## config.mk

```make
export PLATFORM = sky130hd
export DESIGN_NAME = shared_reg_arbiter_flat
export DESIGN_NICKNAME = d
export VERILOG_FILES = /design/src/rtl/shared_reg_arbiter_pkg.sv /design/src/rtl/shared_reg_arbiter_if.sv /design/src/rtl/shared_reg_arbiter_pick.sv /design/src/rtl/shared_reg_arbiter.sv /design/src/flat_wrapper.sv
export SDC_FILE = /design/constraint.sdc
export NUM_CORES = 1
export LEC_CHECK = 0
export CORE_MARGIN = 2
export CORE_UTILIZATION = 41
export CTS_CLUSTER_DIAMETER = 120
export DETAILED_ROUTE_END_ITERATION = 8
export PLACE_DENSITY = 0.88
export REMOVE_ABC_BUFFERS = 1
export SYNTH_ARGS = -nofsm -noshare
export SYNTH_HDL_FRONTEND = slang
export SYNTH_SLANG_ARGS = --single-unit
```

## constraint.sdc

```tcl
create_clock -name clk -period 2.4 [get_ports clk]
set_clock_uncertainty 0.05 [all_clocks]
set_input_delay 0.48 -clock clk [delete_from_list [all_inputs] [get_ports clk]]
set_output_delay 0.48 -clock clk [all_outputs]
set_load 0.02 [all_outputs]
```

## src/rtl/shared_reg_arbiter_pkg.sv

```systemverilog
// shared_reg_arbiter_pkg
// Shared types and helpers for the shared-register arbiter family.
//   state_t  : sequencer states (IDLE, GRANT, WRITE)
//   DEF_*    : default requester count and data width
//   rr_pick  : rotate-priority search helper used by rr_priority_pick
// Optional feature macro used by the arbiter: REGARB_LOCK_EN.
package shared_reg_arbiter_pkg;

  typedef enum logic [1:0] {
    IDLE  = 2'd0,
    GRANT = 2'd1,
    WRITE = 2'd2
  } state_t;

  localparam int DEF_N_REQ  = 4;
  localparam int DEF_DATA_W = 8;
  localparam int MAX_REQ    = 8;

  // Returns {any_req, index[2:0]}: first set bit of req[n-1:0] found by
  // searching upward from ptr and wrapping from n-1 back to 0.
  function automatic logic [3:0] rr_pick(input logic [MAX_REQ-1:0] req,
                                         input int n,
                                         input logic [2:0] ptr);
    logic [3:0] res;
    int         s;
    res = 4'b0000;
    for (int k = 0; k < MAX_REQ; k++) begin
      if ((k < n) && !res[3]) begin
        s = int'(ptr) + k;
        if (s >= n) begin
          s = s - n;
        end else begin
          s = s;
        end
        if (req[3'(s)]) begin
          res = {1'b1, 3'(s)};
        end else begin
          res = res;
        end
      end else begin
        res = res;
      end
    end
    return res;
  endfunction

endpackage

```

## src/rtl/shared_reg_arbiter_if.sv

```systemverilog
// shared_reg_arbiter_if
// Bus between the requesters and the shared-register arbiter.
//   req     : per-requester write request (level, held until ack)
//   wdata   : write-data lanes, lane i = wdata[i*DATA_W +: DATA_W]
//   lock    : per-requester ownership lock (only with REGARB_LOCK_EN)
//   grant   : one-hot grant from the arbiter
//   ack     : one-hot single-cycle write-complete pulse
//   q       : shared register contents
//   q_valid : q holds written data
//   owner   : index of last writer
//   busy    : arbiter not idle
// Modports: master = requester side, slave = arbiter side.
interface shared_reg_arbiter_if
  import shared_reg_arbiter_pkg::*;
#(
  parameter int N_REQ  = DEF_N_REQ,
  parameter int DATA_W = DEF_DATA_W
) ();

  localparam int IDX_W = $clog2(N_REQ);

  logic [N_REQ-1:0]        req;
  logic [N_REQ*DATA_W-1:0] wdata;
`ifdef REGARB_LOCK_EN
  logic [N_REQ-1:0]        lock;
`endif
  logic [N_REQ-1:0]        grant;
  logic [N_REQ-1:0]        ack;
  logic [DATA_W-1:0]       q;
  logic                    q_valid;
  logic [IDX_W-1:0]        owner;
  logic                    busy;

`ifdef REGARB_LOCK_EN
  modport master (output req, wdata, lock,
                  input  grant, ack, q, q_valid, owner, busy);
  modport slave  (input  req, wdata, lock,
                  output grant, ack, q, q_valid, owner, busy);
`else
  modport master (output req, wdata,
                  input  grant, ack, q, q_valid, owner, busy);
  modport slave  (input  req, wdata,
                  output grant, ack, q, q_valid, owner, busy);
`endif

endinterface

```

## src/rtl/shared_reg_arbiter_pick.sv

```systemverilog
// rr_priority_pick
// Combinational rotating-priority picker.
//   req     : request vector
//   rr_ptr  : index holding highest priority
//   winner  : first requesting index at or above rr_ptr (wrapping)
//   any_req : at least one request present (winner is meaningful)
module rr_priority_pick
  import shared_reg_arbiter_pkg::*;
#(
  parameter  int N_REQ = DEF_N_REQ,
  localparam int IDX_W = $clog2(N_REQ)
) (
  input  logic [N_REQ-1:0] req,
  input  logic [IDX_W-1:0] rr_ptr,
  output logic [IDX_W-1:0] winner,
  output logic             any_req
);

  logic [MAX_REQ-1:0] req_ext_s;
  logic [3:0]         pick_s;
  logic               unused_s;

  // Widen the request vector to the helper's fixed width and run the search
  always_comb begin
    req_ext_s              = '0;
    req_ext_s[N_REQ-1:0]   = req;
    pick_s                 = rr_pick(req_ext_s, N_REQ, 3'(rr_ptr));
  end

  assign winner   = pick_s[IDX_W-1:0];
  assign any_req  = pick_s[3];
  // Upper index bits are always zero for small N_REQ.
  assign unused_s = ^pick_s;

endmodule

```

## src/rtl/shared_reg_arbiter.sv

```systemverilog
// shared_reg_arbiter
// Round-robin arbiter and write sequencer owning one shared D register.
// A winner is picked in IDLE, granted for one cycle, and its lane is
// written with a one-cycle ack if it still requests; otherwise the grant
// is abandoned with no write. The just-served requester drops to lowest
// priority for the next arbitration.
//   clk   : rising-edge clock
//   reset : asynchronous reset, active low
//   bus   : shared_reg_arbiter_if.slave (req/wdata in; grant/ack/q/
//           q_valid/owner/busy out)
// Optional feature macro: REGARB_LOCK_EN -- a locked, still-requesting
// owner is re-granted straight from WRITE without re-arbitration.
module shared_reg_arbiter
  import shared_reg_arbiter_pkg::*;
#(
  parameter  int N_REQ  = DEF_N_REQ,
  parameter  int DATA_W = DEF_DATA_W,
  localparam int IDX_W  = $clog2(N_REQ)
) (
  input  logic                 clk,
  input  logic                 reset,
  shared_reg_arbiter_if.slave  bus
);

  localparam logic [N_REQ-1:0] ONE_HOT_LSB = {{(N_REQ-1){1'b0}}, 1'b1};

  state_t             state_r, state_n;
  logic [N_REQ-1:0]   grant_r, grant_n;
  logic [N_REQ-1:0]   ack_r, ack_n;
  logic [DATA_W-1:0]  q_r, q_n;
  logic               q_valid_r, q_valid_n;
  logic [IDX_W-1:0]   owner_r, owner_n;
  logic [IDX_W-1:0]   winner_r, winner_n;
  logic [IDX_W-1:0]   rr_ptr_r, rr_ptr_n;
  logic [IDX_W-1:0]   pick_s;
  logic [IDX_W-1:0]   next_ptr_s;
  logic               any_req_s;
  logic               hold_s;
  logic [N_REQ-1:0]   pick_onehot_s;
  logic [N_REQ-1:0]   win_onehot_s;
  logic [DATA_W-1:0]  lane_s;

  rr_priority_pick #(
    .N_REQ   (N_REQ)
  ) u_pick (
    .req     (bus.req),
    .rr_ptr  (rr_ptr_r),
    .winner  (pick_s),
    .any_req (any_req_s)
  );

  assign pick_onehot_s = ONE_HOT_LSB << pick_s;
  assign win_onehot_s  = ONE_HOT_LSB << winner_r;
  assign lane_s        = bus.wdata[int'(winner_r) * DATA_W +: DATA_W];
  // The pointer moves just past the writer, so it loses priority next time.
  assign next_ptr_s    = (winner_r == IDX_W'(N_REQ - 1)) ? '0 : winner_r + IDX_W'(1);

`ifdef REGARB_LOCK_EN
  assign hold_s = bus.lock[winner_r] & bus.req[winner_r];
`else
  assign hold_s = 1'b0;
`endif

  // Next-state and next-output decode of the grant/write sequence
  always_comb begin
    state_n   = state_r;
    grant_n   = '0;
    ack_n     = '0;
    q_n       = q_r;
    q_valid_n = q_valid_r;
    owner_n   = owner_r;
    winner_n  = winner_r;
    rr_ptr_n  = rr_ptr_r;
    case (state_r)
      IDLE: begin
        if (any_req_s) begin
          winner_n = pick_s;
          grant_n  = pick_onehot_s;
          state_n  = GRANT;
        end else begin
          state_n  = IDLE;
        end
      end
      GRANT: begin
        // A winner that withdrew is dropped: no write, pointer untouched.
        if (bus.req[winner_r]) begin
          q_n       = lane_s;
          q_valid_n = 1'b1;
          owner_n   = winner_r;
          ack_n     = win_onehot_s;
          state_n   = WRITE;
        end else begin
          state_n   = IDLE;
        end
      end
      WRITE: begin
        if (hold_s) begin
          grant_n  = win_onehot_s;
          state_n  = GRANT;
        end else begin
          rr_ptr_n = next_ptr_s;
          state_n  = IDLE;
        end
      end
      default: begin
        state_n = IDLE;
      end
    endcase
  end

  // State and registered output update
  always_ff @(posedge clk or negedge reset) begin
    if (!reset) begin
      state_r   <= IDLE;
      grant_r   <= '0;
      ack_r     <= '0;
      q_r       <= '0;
      q_valid_r <= 1'b0;
      owner_r   <= '0;
      winner_r  <= '0;
      rr_ptr_r  <= '0;
    end else begin
      state_r   <= state_n;
      grant_r   <= grant_n;
      ack_r     <= ack_n;
      q_r       <= q_n;
      q_valid_r <= q_valid_n;
      owner_r   <= owner_n;
      winner_r  <= winner_n;
      rr_ptr_r  <= rr_ptr_n;
    end
  end

  assign bus.grant   = grant_r;
  assign bus.ack     = ack_r;
  assign bus.q       = q_r;
  assign bus.q_valid = q_valid_r;
  assign bus.owner   = owner_r;
  assign bus.busy    = (state_r != IDLE);

endmodule

```

## src/flat_wrapper.sv

```systemverilog
// flat-port wrapper written by rule: the top's interface ports become plain ports
module shared_reg_arbiter_flat import shared_reg_arbiter_pkg::*;
#(
  parameter  int N_REQ  = DEF_N_REQ,
  parameter  int DATA_W = DEF_DATA_W,
  localparam int IDX_W  = $clog2(N_REQ)
)
  (clk, reset, bus_req, bus_wdata, bus_grant, bus_ack, bus_q, bus_q_valid, bus_owner, bus_busy);
  shared_reg_arbiter_if #(.N_REQ(N_REQ), .DATA_W(DATA_W)) bus_i ();
  input  logic clk;
  input  logic reset;
  input wire logic [$bits(bus_i.req)-1:0] bus_req;
  input wire logic [$bits(bus_i.wdata)-1:0] bus_wdata;
  output wire logic [$bits(bus_i.grant)-1:0] bus_grant;
  output wire logic [$bits(bus_i.ack)-1:0] bus_ack;
  output wire logic [$bits(bus_i.q)-1:0] bus_q;
  output wire logic [$bits(bus_i.q_valid)-1:0] bus_q_valid;
  output wire logic [$bits(bus_i.owner)-1:0] bus_owner;
  output wire logic [$bits(bus_i.busy)-1:0] bus_busy;
  assign bus_i.req = bus_req;
  assign bus_i.wdata = bus_wdata;
  assign bus_grant = bus_i.grant;
  assign bus_ack = bus_i.ack;
  assign bus_q = bus_i.q;
  assign bus_q_valid = bus_i.q_valid;
  assign bus_owner = bus_i.owner;
  assign bus_busy = bus_i.busy;
  shared_reg_arbiter #(.N_REQ(N_REQ), .DATA_W(DATA_W)) u_core (.clk(clk), .reset(reset), .bus(bus_i));
endmodule
```

==> results of run 1 <==
-- power by group through the flow --
stage | logic [mW] | registers, mW | clock network, mW
global route | 1.34 | 0.720 | 0.210
global placement | 1.21 | 0.706 | 0
finish | 1.24 | 0.696 | 0.178
floorplan | 0.564 | 0.905 | 0
detailed placement | 1.25 | 0.705 | 0
CTS | 1.26 | 0.697 | 0.184
-- cells by family (layout without fill, tap and decap cells) --
group	after synthesis	count (layout)	synth area share
mux	23	23	0.285
buf+inv	8	69	0.0430
flops	25	25	0.488
simple gates	21	21	0.108
fa+ha+maj	4	4	0.0391
compound gates	7	7	0.0361
-- final timing paths --
| path | end | slack [ps] | cells after the start |
|---|---|---|---|
| max | bus_busy | 290 | 2 |
| min | u_core.bus.q_valid | 430 | 1 |
| max reg2reg | u_core.bus.owner[0] | 580 | 5 |
| min reg2reg | u_core.bus.q_valid | 430 | 1 |
| max in group asynchronous | u_core.bus.q[0] | 1610 | 2 |
| min in group asynchronous | u_core.bus.grant[1] | 460 | 2 |
-- flip-flops by register name, summed over array words and instances (netlist names) --
| register | cells |
|---|---|
| u_core.bus.ack | 4 |
| u_core.bus.grant | 4 |
| u_core.bus.owner | 2 |
| u_core.bus.q | 8 |
| u_core.bus.q_valid | 1 |
| u_core.rr_ptr_r | 2 |
| u_core.state_r | 2 |
| u_core.winner_r | 2 |
-- per-stage QoR --
| stage | power (mW) | utilization | instances |
|---|---|---|---|
| after detailed placement | 1.96 | 0.627 | 178 |
| after global routing | 2.27 | 0.636 | 182 |
| after CTS | 2.14 | 0.636 | 182 |
| after floorplan | 1.47 | - | 84 |
| after global placement | 1.92 | 0.627 | 178 |
| final | 2.12 | 0.636 | 182 |
-- layout make-up --
class                      count  area (um2)
tap                           33        41.3
clock buffer                   4        26.3
inverter                       4        15.0
fill                         224        1090
sequential                    25         626
timing repair buffer          61         601
multi-input combinational     55         601
-- synthesized netlist by cell type --
master	number
mux2_2	9
dfrtp_1	25
o31ai_1	1
and3_1	1
mux2i_1	2
clkbuf_1	1
o21ai_0	1
nand2_1	3
or4b_4	1
ha_1	4
mux2_4	4
inv_1	4
a311oi_1	1
buf_12	1
buf_2	1
or2_2	2
nand2b_1	2
nand4b_1	1
buf_6	1
nor2_1	2
nand2_4	1
o2bb2a_1	1
and3b_1	2
a21oi_1	3
and2_1	4
mux4_1	1
mux4_2	7
nor4_1	2
-- metal layers --
| layer | GRT usage | vias up | wire length, um |
|---|---|---|---|
| met2 | 0.269 | 34 | 1340 |
| met5 | 0 | - | 0 |
| li1 | - | 444 | - |
| met1 | 0.201 | 464 | 1000 |
| met4 | 0.0571 | 0 | 34 |
| met3 | 0.0433 | 2 | 154 |
==> flow_summary.json, run 1 <==
{
  "outcome": "complete, no violations",
  "syn_area_um2": 1280,
  "start_util": 0.427,
  "tightest_slew_ps": 576,
  "peakVddDrop_mv": 0.600,
  "core-area_um2": 3000,
  "hold_start": "u_core.bus.q_valid",
  "syn2layout_area_growth_pct": 49.0,
  "cts_buffers": 3,
  "period_needed_ps": 2110,
  "drc": 0,
  "path_delay_family": "buffers and inverters",
  "die_w_um": 59.9,
  "syn_avg_cell_area_um2": 14.6,
  "fin_area_um2": 1910,
  "dp.final_hpwl_um": 2060,
  "preCtsSetupSlack_ps": 21.6,
  "maxCapViolCount": 0,
  "yosysTopAreaCell": "dfrtp_1",
  "placed_area_um2": 1880,
  "cts_tree": "built",
  "fin_hold_ws_ps": 430,
  "power_density_nw_per_um2": 1110,
  "cp_slowest_stage_delay_ps": 540,
  "pwr-share-comb": 0.587,
  "p_leak_nw": 0.821,
  "cts.htree.levels": 1,
  "hold_viol": 0,
  "grt_pass1_vias": 939,
  "switchingPower_uw": 761,
  "synth.distinct_cells": 28,
  "syn_inst": 88,
  "critPathSlowestCell": "clkdlybuf4s50_1",
  "antenna_left": 0,
  "rr_startpoint": "u_core.winner_r[0]",
  "final_nets": 192,
  "postCtsResizedCells": 0,
  "grt_start_max_net_pins": 26,
  "clock_latency_ps": 300,
  "io_pins": 58,
  "cp_num_buf_inv": 1,
  "grt_first_pass_wirelength_um": 4230,
  "cp-start-kind": "register",
  "ys_warn_count": 0,
  "finalSetupViolations": 0,
  "fin_ws_ps": 285,
  "crit_start": "u_core.state_r[0]",
  "track_usage": 0.161,
  "tns_ps": 0,
  "dieArea_um2": 3590,
  "cts-root-buf": "clkbuf_4",
  "clock_power_share": 0.084,
  "post_cts_buffers": 0,
  "grt-ovfl-total": 0,
  "fp-row-count": 20,
  "cp-end-kind": "output pin",
  "wirelength_um": 2530,
  "clk_pin_slew_ps": 130,
  "die_y_um": 59.9,
  "clockBufferDepth": 2,
  "path_cells": "or2_2 > clkdlybuf4s50_1",
  "switching_share": 0.359,
  "routabilityCongestion": 0.743,
  "cp.arrival_ps": 1580,
  "seqPwrFrac": 0.329,
  "drv_slew": 0,
  "first_iter_violations": 15,
  "first_pass_iters": 4,
  "final_cell_mix": "57 x clkdlybuf4s50_1, 25 x dfrtp_1, 9 x mux2_2",
  "rsz0062_at_grt": "false",
  "hold_buffers": 0,
  "cts_sinks": 25,
  "fmax_ghz": 0.473,
  "mostFrequentLayoutCell": "clkdlybuf4s50_1",
  "synth_area_leaders": "dfrtp_1 49%, mux4_2 12%, mux2_2 7.9%",
  "path_max_fanout": 4,
  "synth_seq_cells": 25,
  "wl_per_cell_um": 13.9,
  "netlist.area_leader.share": 0.488,
  "via_per_inst": 5.19,
  "antenna_found_initial": 0,
  "num_vias": 944,
  "final.period_utilization": 0.881,
  "drive_above_1_share": 0.208,
  "hold_path.class": "reg2reg",
  "portBuffers": 57,
  "path_class": "reg2out",
  "diodes": 0,
  "cp.required_ps": 1870,
  "p_int_mw": 1.36,
  "slew_headroom": 0.613,
  "ys_seq_area_frac": 0.488
}
Power figures use the tool's default switching activity.
==> run 2: changes to the inputs <==
--- a/config.mk
+++ b/config.mk
@@ -5,6 +5,7 @@
 export SDC_FILE = /design/constraint.sdc
 export NUM_CORES = 1
 export LEC_CHECK = 0
+export CAP_MARGIN = 5
 export CORE_MARGIN = 2
 export CORE_UTILIZATION = 41
 export CTS_CLUSTER_DIAMETER = 120
==> constraint.sdc (replaced) <==
create_clock -name clk -period 2.4 [get_ports clk]
set_clock_uncertainty 0.05 [all_clocks]
set_input_delay 0.24 -clock clk [delete_from_list [all_inputs] [get_ports clk]]
set_output_delay 0.24 -clock clk [all_outputs]
set_load 0.02 [all_outputs]
==> flow_summary.json, run 2 (synthesized netlist as in run 1, its figures left out) <==
{
  "cts_buffers": 3,
  "grt-ovfl-total": 0,
  "path_depth": 2,
  "final_cell_mix": "57 x clkdlybuf4s50_1, 25 x dfrtp_1, 9 x mux2_2",
  "final.period_utilization": 0.799,
  "cts.htree.levels": 1,
  "postCtsResizedCells": 0,
  "path_class": "reg2out",
  "drive_above_1_share": 0.209,
  "hold_viol": 0,
  "power_density_nw_per_um2": 1130,
  "die_y_um": 59.9,
  "clockBufferDepth": 2,
  "antenna_found_initial": 0,
  "wirelength_um": 2740,
  "core-area_um2": 3000,
  "wl_per_cell_um": 15.2,
  "final_cells": 181,
  "start_util": 0.427,
  "switchingPower_uw": 795,
  "grt_start_max_net_pins": 26,
  "period_needed_ps": 1920,
  "fin_util": 0.635,
  "finalSetupViolations": 0,
  "tightest_slew_ps": 627,
  "total_power_mw": 2.15,
  "p_int_mw": 1.35,
  "grt_first_pass_wirelength_um": 4400,
  "hold_path.class": "in2async",
  "fin_area_um2": 1910,
  "dp_cells": 177,
  "switching_share": 0.370,
  "path_delay_family": "buffers and inverters",
  "die_w_um": 59.9,
  "clk_pin_slew_ps": 150,
  "final_nets": 191,
  "track_usage": 0.169,
  "cp-start-kind": "register",
  "cp_slowest_stage_delay_ps": 540,
  "cp.required_ps": 2110,
  "largest_reg_flops": 8,
  "cp.arrival_ps": 1630,
  "hold_buffers": 0,
  "slew_headroom": 0.579,
  "cts_sinks": 25,
  "cp_num_buf_inv": 1,
  "num_vias": 969,
  "rsz0062_at_grt": "false",
  "peakVddDrop_mv": 0.527,
  "first_pass_iters": 4,
  "grt_pass1_vias": 970,
  "diodes": 0,
  "reg2reg_depth": 5,
  "path_cells": "or2_2 > clkdlybuf4s50_1",
  "seqPwrFrac": 0.328,
  "mostFrequentLayoutCell": "clkdlybuf4s50_1",
  "fp-row-count": 20,
  "first_iter_violations": 11,
  "critPathSlowestCell": "clkdlybuf4s50_1",
  "maxCapViolCount": 0,
  "cts_tree": "built",
  "post_cts_buffers": 0,
  "p_leak_nw": 0.815,
  "dp.final_hpwl_um": 2170,
  "clock_latency_ps": 330,
  "fmax_ghz": 0.522,
  "io_pins": 58,
  "syn2layout_area_growth_pct": 48.7,
  "outcome": "complete, no violations",
  "antenna_left": 0,
  "drv_slew": 0,
  "pwr-share-comb": 0.578,
  "via_per_inst": 5.35,
  "cp-end-kind": "output pin",
  "placed_area_um2": 1880,
  "routabilityCongestion": 0.742,
  "path_max_fanout": 4,
  "clock_power_share": 0.094,
  "fillerInstances": 227,
  "tns_ps": 0,
  "cts-root-buf": "clkbuf_4",
  "portBuffers": 57,
  "drc": 0,
  "dieArea_um2": 3590
}
-- run 2: worst reg2reg max path: cells and delay by family, from the launching register on --
family,cells,cell delay (ps)
AND/OR/NAND/NOR,2,310
flip-flops,1,390
buffers and inverters,1,260
multiplexers,2,690
-- run 2: through the flow --
step | hold WS [ps] | setup slack, ps
6_report | 186 | 483
5_1_grt | 221 | 428
4_1_cts | 180 | 473
3_5_place_dp | 422 | 203
3_3_place_gp | 406 | 296
2_1_floorplan | -106 | 364
-- run 2: per-layer routing --
metal | GRT usage | share of wire
met3 | 0.0498 | 0.074
met2 | 0.281 | 0.54
met5 | 0 | 0
met1 | 0.210 | 0.38
met4 | 0.0571 | 0.0073
-- run 2: final timing paths --
kind / start / end / slack, ps
worst max register to register: u_core.winner_r[0] / u_core.bus.owner[0] / 610
max in group asynchronous: reset / u_core.bus.owner[1] / 1870
worst max-delay path: u_core.state_r[0] / bus_busy / 480
min in group clk: u_core.bus.owner[1] / u_core.bus.owner[1] / 450
worst min register to register: u_core.bus.owner[1] / u_core.bus.owner[1] / 450
worst min-delay path: reset / u_core.bus.q[3] / 190
-- run 2: layout make-up --
class | instances | area (um2) | area share
Inverter | 4 | 15.0 | 0.00788
Clock inverter | 1 | 7.51 | 0.00394
Clock buffer | 3 | 22.5 | 0.0118
Timing Repair Buffer | 60 | 593 | 0.311
Multi-Input combinational cell | 55 | 601 | 0.315
Sequential cell | 25 | 626 | 0.328
Tap cell | 33 | 41.3 | 0.0217
-- run 2: power by group through the flow --
stage / Sequential (mW) / Clock (mW) / Combinational [mW]
3_3_place_gp: 0.706 / 0 / 1.21
2_1_floorplan: 0.905 / 0 / 0.564
4_1_cts: 0.704 / 0.208 / 1.26
6_report: 0.704 / 0.202 / 1.24
5_1_grt: 0.728 / 0.221 / 1.34
3_5_place_dp: 0.711 / 0 / 1.26
